$ cat src/rtl/id_ex_stage.sv
// ID/EX pipeline register with EX-side operand selection and hazard handling.
// Build macro ID_EX_FORWARD_EN enables EX/MEM and MEM/WB forwarding (load-use stall only).
module id_ex_stage #(
  parameter int unsigned XLEN       = 32,
  parameter int unsigned REG_ADDR_W = 5,
  parameter logic [3:0]  NOP_OP     = 4'd5
) (
  input  logic                  clk,
  input  logic                  rst,
  input  logic                  id_valid,
  input  logic [XLEN-1:0]       id_pc,
  input  logic [REG_ADDR_W-1:0] id_rs1,
  input  logic [REG_ADDR_W-1:0] id_rs2,
  input  logic [REG_ADDR_W-1:0] id_rd,
  input  logic [XLEN-1:0]       id_rs1_data,
  input  logic [XLEN-1:0]       id_rs2_data,
  input  logic [XLEN-1:0]       id_imm,
  input  logic [3:0]            id_alu_op,
  input  logic                  id_use_imm,
  input  logic                  id_use_pc,
  input  logic                  id_reg_write,
  input  logic                  id_mem_read,
  input  logic                  id_mem_write,
  input  logic [REG_ADDR_W-1:0] exm_rd,
  input  logic                  exm_reg_write,
  input  logic [XLEN-1:0]       exm_result,
  input  logic [REG_ADDR_W-1:0] mwb_rd,
  input  logic                  mwb_reg_write,
  input  logic [XLEN-1:0]       mwb_result,
  input  logic                  stall,
  input  logic                  flush,
  output logic                  id_hold,
  output logic [XLEN-1:0]       A,
  output logic [XLEN-1:0]       B,
  output logic [3:0]            S,
  output logic                  ex_valid,
  output logic                  ex_reg_write,
  output logic                  ex_mem_read,
  output logic                  ex_mem_write,
  output logic [REG_ADDR_W-1:0] ex_rd,
  output logic [XLEN-1:0]       ex_pc,
  output logic [XLEN-1:0]       ex_store_data
);

  logic                  valid_q, reg_write_q, mem_read_q, mem_write_q;
  logic                  use_imm_q, use_pc_q;
  logic [REG_ADDR_W-1:0] rd_q, rs1_q, rs2_q;
  logic [XLEN-1:0]       pc_q, rs1_data_q, rs2_data_q, imm_q;
  logic [3:0]            op_q;
  logic [XLEN-1:0]       fwd_rs1, fwd_rs2;
  logic                  hazard;
  logic                  bubble;

`ifdef ID_EX_FORWARD_EN
  // Only a load in EX cannot be forwarded in time; stall on either source conservatively.
  assign hazard = valid_q & mem_read_q & (rd_q != '0) & id_valid &
                  ((rd_q == id_rs1) | (rd_q == id_rs2));

  always_comb begin
    fwd_rs1 = rs1_data_q;
    if ((rs1_q != '0) && exm_reg_write && (exm_rd == rs1_q)) begin
      fwd_rs1 = exm_result;
    end else if ((rs1_q != '0) && mwb_reg_write && (mwb_rd == rs1_q)) begin
      fwd_rs1 = mwb_result;
    end
  end

  always_comb begin
    fwd_rs2 = rs2_data_q;
    if ((rs2_q != '0) && exm_reg_write && (exm_rd == rs2_q)) begin
      fwd_rs2 = exm_result;
    end else if ((rs2_q != '0) && mwb_reg_write && (mwb_rd == rs2_q)) begin
      fwd_rs2 = mwb_result;
    end
  end
`else
  logic dep_rs1, dep_rs2;
  logic unused_fwd;

  // Without forwarding, any in-flight writer of a source must retire first.
  assign dep_rs1 = (id_rs1 != '0) &
                   ((valid_q & reg_write_q & (rd_q == id_rs1)) |
                    (exm_reg_write & (exm_rd == id_rs1)) |
                    (mwb_reg_write & (mwb_rd == id_rs1)));
  assign dep_rs2 = (id_rs2 != '0) &
                   ((valid_q & reg_write_q & (rd_q == id_rs2)) |
                    (exm_reg_write & (exm_rd == id_rs2)) |
                    (mwb_reg_write & (mwb_rd == id_rs2)));
  assign hazard  = id_valid & (dep_rs1 | dep_rs2);
  assign fwd_rs1 = rs1_data_q;
  assign fwd_rs2 = rs2_data_q;
  assign unused_fwd = ^{exm_result, mwb_result, rs1_q, rs2_q};
`endif

  assign bubble = flush | (~stall & hazard);

  always_ff @(posedge clk) begin
    if (rst || bubble) begin
      valid_q     <= 1'b0;
      reg_write_q <= 1'b0;
      mem_read_q  <= 1'b0;
      mem_write_q <= 1'b0;
      use_imm_q   <= 1'b0;
      use_pc_q    <= 1'b0;
      rd_q        <= '0;
      rs1_q       <= '0;
      rs2_q       <= '0;
      pc_q        <= '0;
      rs1_data_q  <= '0;
      rs2_data_q  <= '0;
      imm_q       <= '0;
      op_q        <= NOP_OP;
    end else if (!stall) begin
      valid_q     <= id_valid;
      reg_write_q <= id_reg_write;
      mem_read_q  <= id_mem_read;
      mem_write_q <= id_mem_write;
      use_imm_q   <= id_use_imm;
      use_pc_q    <= id_use_pc;
      rd_q        <= id_rd;
      rs1_q       <= id_rs1;
      rs2_q       <= id_rs2;
      pc_q        <= id_pc;
      rs1_data_q  <= id_rs1_data;
      rs2_data_q  <= id_rs2_data;
      imm_q       <= id_imm;
      op_q        <= id_alu_op;
    end
  end

  assign id_hold       = stall | hazard;
  assign A             = use_pc_q ? pc_q : fwd_rs1;
  assign B             = use_imm_q ? imm_q : fwd_rs2;
  assign S             = op_q;
  assign ex_valid      = valid_q;
  assign ex_reg_write  = reg_write_q;
  assign ex_mem_read   = mem_read_q;
  assign ex_mem_write  = mem_write_q;
  assign ex_rd         = rd_q;
  assign ex_pc         = pc_q;
  assign ex_store_data = fwd_rs2;

endmodule

$ cat config.mk
export PLATFORM = sky130hd
export DESIGN_NAME = id_ex_stage
export DESIGN_NICKNAME = d
export VERILOG_FILES = /design/src/rtl/id_ex_stage.sv
export SDC_FILE = /design/constraint.sdc
export NUM_CORES = 1
export LEC_CHECK = 0
export ABC_CLOCK_PERIOD_IN_PS = 3300
export CAP_MARGIN = 15
export CORE_AREA = 2 2 148 150
export DETAILED_ROUTE_END_ITERATION = 7
export DIE_AREA = 0 0 150 152
export GPL_TIMING_DRIVEN = 1
export HOLD_SLACK_MARGIN = 0.08
export PLACE_DENSITY = 0.72
export SLEW_MARGIN = 20
export SYNTH_ARGS = -nofsm -noshare
export SYNTH_HDL_FRONTEND = slang
export SYNTH_SLANG_ARGS = --single-unit
$ cat constraint.sdc
create_clock -name clk -period 3.3 [get_ports clk]
set_clock_uncertainty 0.15 [all_clocks]
set_input_delay 0.33 -clock clk [delete_from_list [all_inputs] [get_ports clk]]
set_output_delay 0.33 -clock clk [all_outputs]
set_load 0.005 [all_outputs]
# Yosys cells after proc, flatten, opt, wreduce, memory -nomap -nowiden
# Index checks and enable logic that the tools add are counted.
[word_totals] word_cells=42 reg_bits=143
[classes] bitwise=19 n_eq_ne=6 n_reduce_logical=3 n_mux=2
[op_table] cell="$mux 32" count=2
[op_table] cell="$eq 5x5->1" count=6
[op_table] cell="$and 1x1->1" count=11
[op_table] cell="$reduce_bool 5->1" count=2
[op_table] cell="$or 1x1->1" count=7
[op_table] cell="$logic_or 1x1->1" count=1
[op_table] cell="$not 1->1" count=1

# Longest topological paths before layout
# Gate-level depths: netlist of the first run.
[logic_depth] ltp_word=10 mapped_depth=8

# Worst setup path before layout of the first run
# No wires, ideal clock.
[synth_timing] path_type="in2out" startpoint="in id_rs2[1]" endpoint="out id_hold" setup_slack_ns=0.711 arrival_ns=2.109 stages=7 t_required_ns=2.820 path_buffers=2 cell_sequence="or4_1 nor2_1 nor3_1 or4_1 buf_6 buf_6 o31a_1"
[synth_between] elab_chain_cells=8 word_cells_on_any_way=13 classes_between="eq/ne (3); bitwise (9); reduce/logical (1)"
[synth_rtl] item="from (decl)" line_no="13" source="input logic [REG_ADDR_W-1:0] id_rs2,"
[synth_rtl] item="$eq 5x5->1 (on tied branches)" line_no="86, 87"
[synth_rtl] item="$and 1x1->1 (on tied branches)" line_no="86, 87"
[synth_rtl] item="$or 1x1->1" line_no="86" source="((valid_q & reg_write_q & (rd_q == id_rs2)) |"
[synth_rtl] item="$or 1x1->1" line_no="87" source="(exm_reg_write & (exm_rd == id_rs2)) |"
[synth_rtl] item="$and 1x1->1 *" line_no="85" source="assign dep_rs2 = (id_rs2 != '0) &"
[synth_rtl] item="$or 1x1->1 *" line_no="89" source="assign hazard = id_valid & (dep_rs1 | dep_rs2);"
[synth_rtl] item="$and 1x1->1 *" line_no="89"
[synth_rtl] item="$or 1x1->1 *" line_no="131" source="assign id_hold = stall | hazard;"
[synth_rtl] item="to (decl)" line_no="32" source="output logic id_hold,"
# Mark *: on every way between the ends. The rest lies on a longest branch, timed or not.

# Final worst setup path of the first run
# Ends and elaborated chain as after synthesis.

==> results of run 1 <==
==> cell type report <==
class	count	area [um^2]
clock buffer	17	425
timing repair buffer	334	3400
fill	2008	9950
clock inverter	15	125
inverter	1	6.26
multi-input combinational	552	4230
tap	280	350
antenna	1	2.50
sequential	143	2860
==> kinds of logic after synthesis <==
kind of cell    count (synthesis)
simple gates                   29
mux                            64
xor+xnor                       30
flops                         143
compound gates                429
buf+inv                       117
==> metrics by stage <==
step,util,hold WS (ns)
floorplan,-,0.280
global placement,0.508,0.296
detailed placement,0.508,0.300
CTS,0.534,0.319
global route,0.534,0.340
finish,0.534,0.318
==> state kept, by name, summed over array words and instances (netlist names) <==
name           flops
ex_pc             32
ex_store_data     32
fwd_rs1           32
imm_q             32
ex_rd              5
S                  4
ex_mem_read        1
ex_mem_write       1
ex_reg_write       1
ex_valid           1
use_imm_q          1
use_pc_q           1
==> per-layer routing <==
layer | global-route usage | wire [um]
met3 | 0.0462 | 1850
met1 | 0.315 | 12100
met4 | 0.0804 | 583
met5 | 0 | 13
met2 | 0.343 | 12700
==> synthesized netlist by cell type, types with 5 or more instances <==
| cell | count |
|---|---|
| dfxtp_1 | 143 |
| a32oi_1 | 141 |
| o211ai_1 | 140 |
| clkbuf_1 | 107 |
| o21ai_0 | 82 |
| mux2_2 | 64 |
| o21ai_1 | 60 |
| xnor2_1 | 20 |
| xor2_1 | 10 |
| buf_6 | 8 |
| nor2_1 | 5 |
==> what timing repair did <==
action / CTS / global route
gates cloned: 0 / 0
setup buffers: 0 / 0
setup endpoints to repair: 1 / 1
pin swaps: 0 / 1
resized for setup: 1 / 1
==> cells in the final DEF, fill, tap and decap left out, drive strengths merged, types with 5 or more instances in the layout <==
master / Yosys / routed
clkinv: 1 / 5
dfxtp: 143 / 143
nor2: 6 / 6
inv: 0 / 9
buf: 9 / 24
o21ai: 142 / 142
mux2: 64 / 64
xnor2: 20 / 20
clkbuf: 107 / 17
o211ai: 140 / 140
xor2: 10 / 10
clkdlybuf4s50: 0 / 309
a32oi: 141 / 141
==> tightest hold or removal path, stage by stage, from the launching register on <==
cell and delay, ns:
dfxtp_1 0.33, a32oi_1 0.05, o21ai_0 0.06
==> report_power, final <==
part / switching, uW / internal [uW] / total [uW]
Sequential: 68.5 / 1820 / 1890
Clock: 853 / 988 / 1840
Combinational: 353 / 495 / 848
==> final timing paths <==
| path | from | end | slack (ns) | cells past startpoint |
|---|---|---|---|---|
| hold / removal | imm_q[15] | imm_q[15] | 0.32 | 2 |
| setup reg to reg | ex_rd[3] | ex_valid | 0.78 | 7 |
| setup / recovery | id_rs2[1] | id_hold | 0.31 | 7 |
| hold reg to reg | imm_q[15] | imm_q[15] | 0.32 | 2 |
==> reports/metrics.cfg, run 1 <==
[detailed_routing]
vias_per_cell = 6.01
wire_per_inst_um = 20.3
dr_total_vias = 8068
postRouteAntennaNets = 0
first_pass_iters = 5
drt_iter0_drc = 667
detail_route.wirelength_mm = 27.2
post-route-drc-count = 0

[synthesis]
synth_simple_gate_area_frac = 0.0207
ys_async_sr_fraction = 0
synth_cells = 812
synth_seq_cells = 143
ys_seq_area_frac = 0.379
ys_types = 28
synthXorXnorAreaFrac = 0.0348
synth_edf_count = 0
syn_area_um2 = 7560
synth_top_family_by_area = compound AO/OA/AOI/OAI gates
syn_avg_cell_area_um2 = 9.31
synth_fa_ha_area_frac = 0
synth_top_area_share = 0.379
synth_area_leaders = dfxtp_1 38%, a32oi_1 16%, o211ai_1 14%, mux2_2 9.5%, o21ai_0 5.4%
synth.mux.area_fraction = 0.0953
yosysWarnings = 0
synth_fp_nets = 1045
ys.flop_type = dfxtp_1
synth_compound_area_frac = 0.404
yosys.area.top_type = dfxtp_1

[floorplan]
start_util = 0.354
chipHeight_um = 152
die_area_um2 = 22800
die_w_um = 150
core_um2 = 21400
num_rows = 54
io-pin-count = 375

[global_routing]
overflow = 0
grt_max_degree = 144
grt_pass1_wl_mm = 42.1
antenna_found_initial = 2
grt_pass1_vias = 7364
track_usage = 0.226

[clock_tree]
root_buffer = clkbuf_16
clk_pin_slew_worst_paths_ns = 0.07
clk_path_buf_depth = 2
hold_buffers = 0
cts_made_buffers = 17
htreeDepth = 4
insertion_delay_ns = 0.42
cts.sinks = 143
cts_tree = done

[final_layout]
syn_to_final_growth_pct = 50.9
instances_no_fill = 1343
fin_nets = 1282
drive_above_1_share = 0.121
final_cell_area_um2 = 11400

[placement]
io_buffers = 310
placedInstanceArea_um2 = 10800
numPlacedInstances = 1310
place_congestion = 0.885
dpl.hpwl_mm = 16.5
dpl_worst_slack_ns = 0.00189

[sta]
slew_viol_final = 0
finalSetupViolCount = 0
max_freq_mhz = 334
worst_slack_ns = 0.310
timing.setup.tns_ns = 0
period_minus_slack_ns = 2.99
relSlewSlack = 0.515
rsz0062_at_grt = false
fin_crit_sh = 0.906
hold_viol = 0
worst_pin_slew_ns = 0.728

[critical_path]
path_cells = clkdlybuf4s50_1, or4_1, nor2_2, nor3_1, or4_4, o31a_1, dlymetal6s2s_1
worstPathMaxFanout = 3
required_ns = 2.82
critPathSlowestCell = or4_1
max_stage_delay_ns = 0.54
worstPathArrival_ns = 2.51
worstSetupPathType = input pin to output port
worstSetupStartpointType = input pin
cp_num_buf_inv = 2
cp-end-kind = output port
cpLargestDelayFamily = simple AND/OR/NAND/NOR gates

[run_status]
status = completed

[power_and_ir_drop]
irDropWorstVdd_mv = 0.323
p_leak_uw = 0.00366
total_power_uw = 4580
powerDensity_nw_per_um2 = 401

[worst_hold_path]
hold_class = flop to flop

[job]
max_cap_violations = 0

Power figures use the tool's default switching activity.
==> run 2, diff against run 1 <==
- CORE_AREA: 2 2 148 150 -> unset
- CORE_ASPECT_RATIO: unset -> 0.8
- CORE_MARGIN: unset -> 2
- CORE_UTILIZATION: unset -> 30
- DIE_AREA: 0 0 150 152 -> unset
- PLACE_DENSITY: 0.72 -> 0.64
==> reports/metrics.cfg, run 2 (synthesis results as in run 1) <==
[run_status]
status = completed

[critical_path]
rr_startpoint = ex_rd[2]
required_ns = 2.82  ; about the same
worstSetupPathType = input pin to output port
worstSetupStartpointType = input pin
worstPathMaxFanout = 3  ; unchanged
max_stage_delay_ns = 0.56  ; +0.02 ns
path_cells = clkdlybuf4s50_1, or4_1, nor2_2, nor3_1, or4_4, o31a_1, dlygate4sd2_1
crit_start = id_rs2[1]
cp-end-kind = output port
worstPathArrival_ns = 2.65  ; +0.14 ns
critPathSlowestCell = or4_1
r2r_setup_slack_ns = 0.89  ; +0.11 ns
cpLargestDelayFamily = simple AND/OR/NAND/NOR gates
cp_num_buf_inv = 2  ; unchanged

[power_and_ir_drop]
p_int_uw = 3670  ; +11%
irDropWorstVdd_mv = 0.263  ; -18%
powerDensity_nw_per_um2 = 423  ; +5.5%
clockPowerShare = 0.438  ; +0.036
p_sw_uw = 1220  ; -4.1%
comb_power_share = 0.174  ; -0.011
p_leak_uw = 0.00369  ; +0.86%
switching_share = 0.250  ; -0.0284
p_seq_frac = 0.388  ; -0.025

[global_routing]
grt_pass1_vias = 7563  ; +2.7%
track_usage = 0.211  ; -0.0151
overflow = 0  ; unchanged
grt_max_degree = 195  ; +35%
grt_pass1_wl_mm = 45.2  ; +7.4%
antenna_found_initial = 2  ; unchanged

[clock_tree]
clk_path_buf_depth = 2  ; unchanged
insertion_delay_ns = 0.42  ; about the same
cts.sinks = 143  ; unchanged
root_buffer = clkbuf_16
clk_pin_slew_worst_paths_ns = 0.06  ; about the same
cts_tree = done
cts_setup_buffers = 0  ; unchanged
cts_made_buffers = 17  ; unchanged
htreeDepth = 4  ; unchanged

[placement]
place_congestion = 0.847  ; -4.3%
dpl_worst_slack_ns = -0.0833  ; -0.0852 ns
numPlacedInstances = 1349  ; +3.0%
io_buffers = 310  ; unchanged
dpl.hpwl_mm = 18.1  ; +9.6%

[detailed_routing]
drt_iter0_drc = 798  ; +20%
post-route-drc-count = 0  ; unchanged
dr_total_vias = 8115  ; +0.58%
postRouteAntennaNets = 0  ; unchanged
vias_per_cell = 5.88  ; -2.2%
wire_per_inst_um = 21.1  ; +4.1%
detail_route.wirelength_mm = 29.1  ; +7.0%
first_pass_iters = 5  ; unchanged

[sta]
fin_crit_sh = 0.948  ; +0.0422
period_minus_slack_ns = 3.13  ; +0.139 ns
timing.setup.tns_ns = 0  ; unchanged
whs_ns = 0.318  ; -0.000821 ns
rsz0062_at_grt = false
relSlewSlack = 0.382  ; -0.133
hold_viol = 0  ; unchanged
slew_viol_final = 0  ; unchanged
worst_slack_ns = 0.170  ; -0.139 ns
max_freq_mhz = 320  ; -4.5%
worst_pin_slew_ns = 0.927  ; +0.199 ns
finalSetupViolCount = 0  ; unchanged

[final_layout]
final_common_cell = clkdlybuf4s50_1
drive_above_1_share = 0.121  ; -0.000942
fin_nets = 1283  ; +0.078%
nFillCells = 2325  ; +16%
syn_to_final_growth_pct = 52.8
fin_util = 0.470  ; -0.0641
instances_no_fill = 1381  ; +2.8%
layout_common_cells = 309 x clkdlybuf4s50_1, 142 x dfxtp_1, 140 x o211ai_1, 140 x a32oi_1, 82 x o21ai_0

[floorplan]
chipHeight_um = 146  ; -4.0%
io-pin-count = 375  ; unchanged
start_util = 0.308  ; -0.0464
core_um2 = 24600  ; +15%
num_rows = 51  ; -5.6%
die_area_um2 = 26500  ; +16%
die_w_um = 181  ; +21%

[job]
max_cap_violations = 0  ; unchanged

[worst_hold_path]
hold_class = flop to flop
min-delay-start = imm_q[28]

## run 2: cell count changes in the layout (fill, tap and decap cells not counted), sizes merged
cell | previous run | this run
inv | 9 | 4
dlygate4sd2 | 0 | 1
dlymetal6s2s | 1 | 0
bufinv | 0 | 5
buf | 24 | 25
clkbuf | 17 | 19
clkinv | 5 | 2
## run 2: metrics by stage
step,instance area (um^2),total power [uW]
finish,11500,4890
global route,11500,5090
detailed placement,10900,2780
global placement,10900,2770
floorplan,7560,2230
CTS,11500,4950
## run 2: worst min-delay path: stages (launching register included)
cell     delay [ns]
dfxtp_1        0.32
a32oi_1        0.05
o21ai_0        0.06
## run 2: what timing repair did
action                     in CTS  in global routing
hold endpoints to repair        0                  0
resized for setup               2                  0
setup endpoints to repair       1                  0
hold buffers                    0                  0
## run 2: per-layer routing
layer  vias up  global-route usage  share of wire
met3        28              0.0661          0.078
met5         -                   0              0
met2       303               0.316           0.45
li1       3795                   -              -
met1      3989               0.292           0.45
met4         0              0.0541          0.016
## run 2: worst paths after layout
| check | end | cells after the start |
|---|---|---|
| worst min-delay path | imm_q[28] | 2 |
| worst max register to register | ex_store_data[12] | 6 |
| worst max-delay path | id_hold | 7 |
| worst min register to register | imm_q[28] | 2 |
## run 2: layout make-up
class	instances	area (um^2)	area share
clock inverter	12	209	0.0181
tap	318	398	0.0345
clock buffer	19	433	0.0375
multi-input combinational	552	4230	0.367
timing repair buffer	335	3400	0.295
sequential	143	2860	0.248
inverter	1	6.26	0.000542
antenna	1	2.50	0.000217
## run 2: power groups by stage
stage | sequential (uW) | combinational (uW) | clock, uW
2_1_floorplan | 1910 | 320 | 0
3_3_place_gp | 1930 | 840 | 0
3_5_place_dp | 1930 | 849 | 0
4_1_cts | 1900 | 853 | 2200
5_1_grt | 1910 | 909 | 2270
6_report | 1900 | 849 | 2140
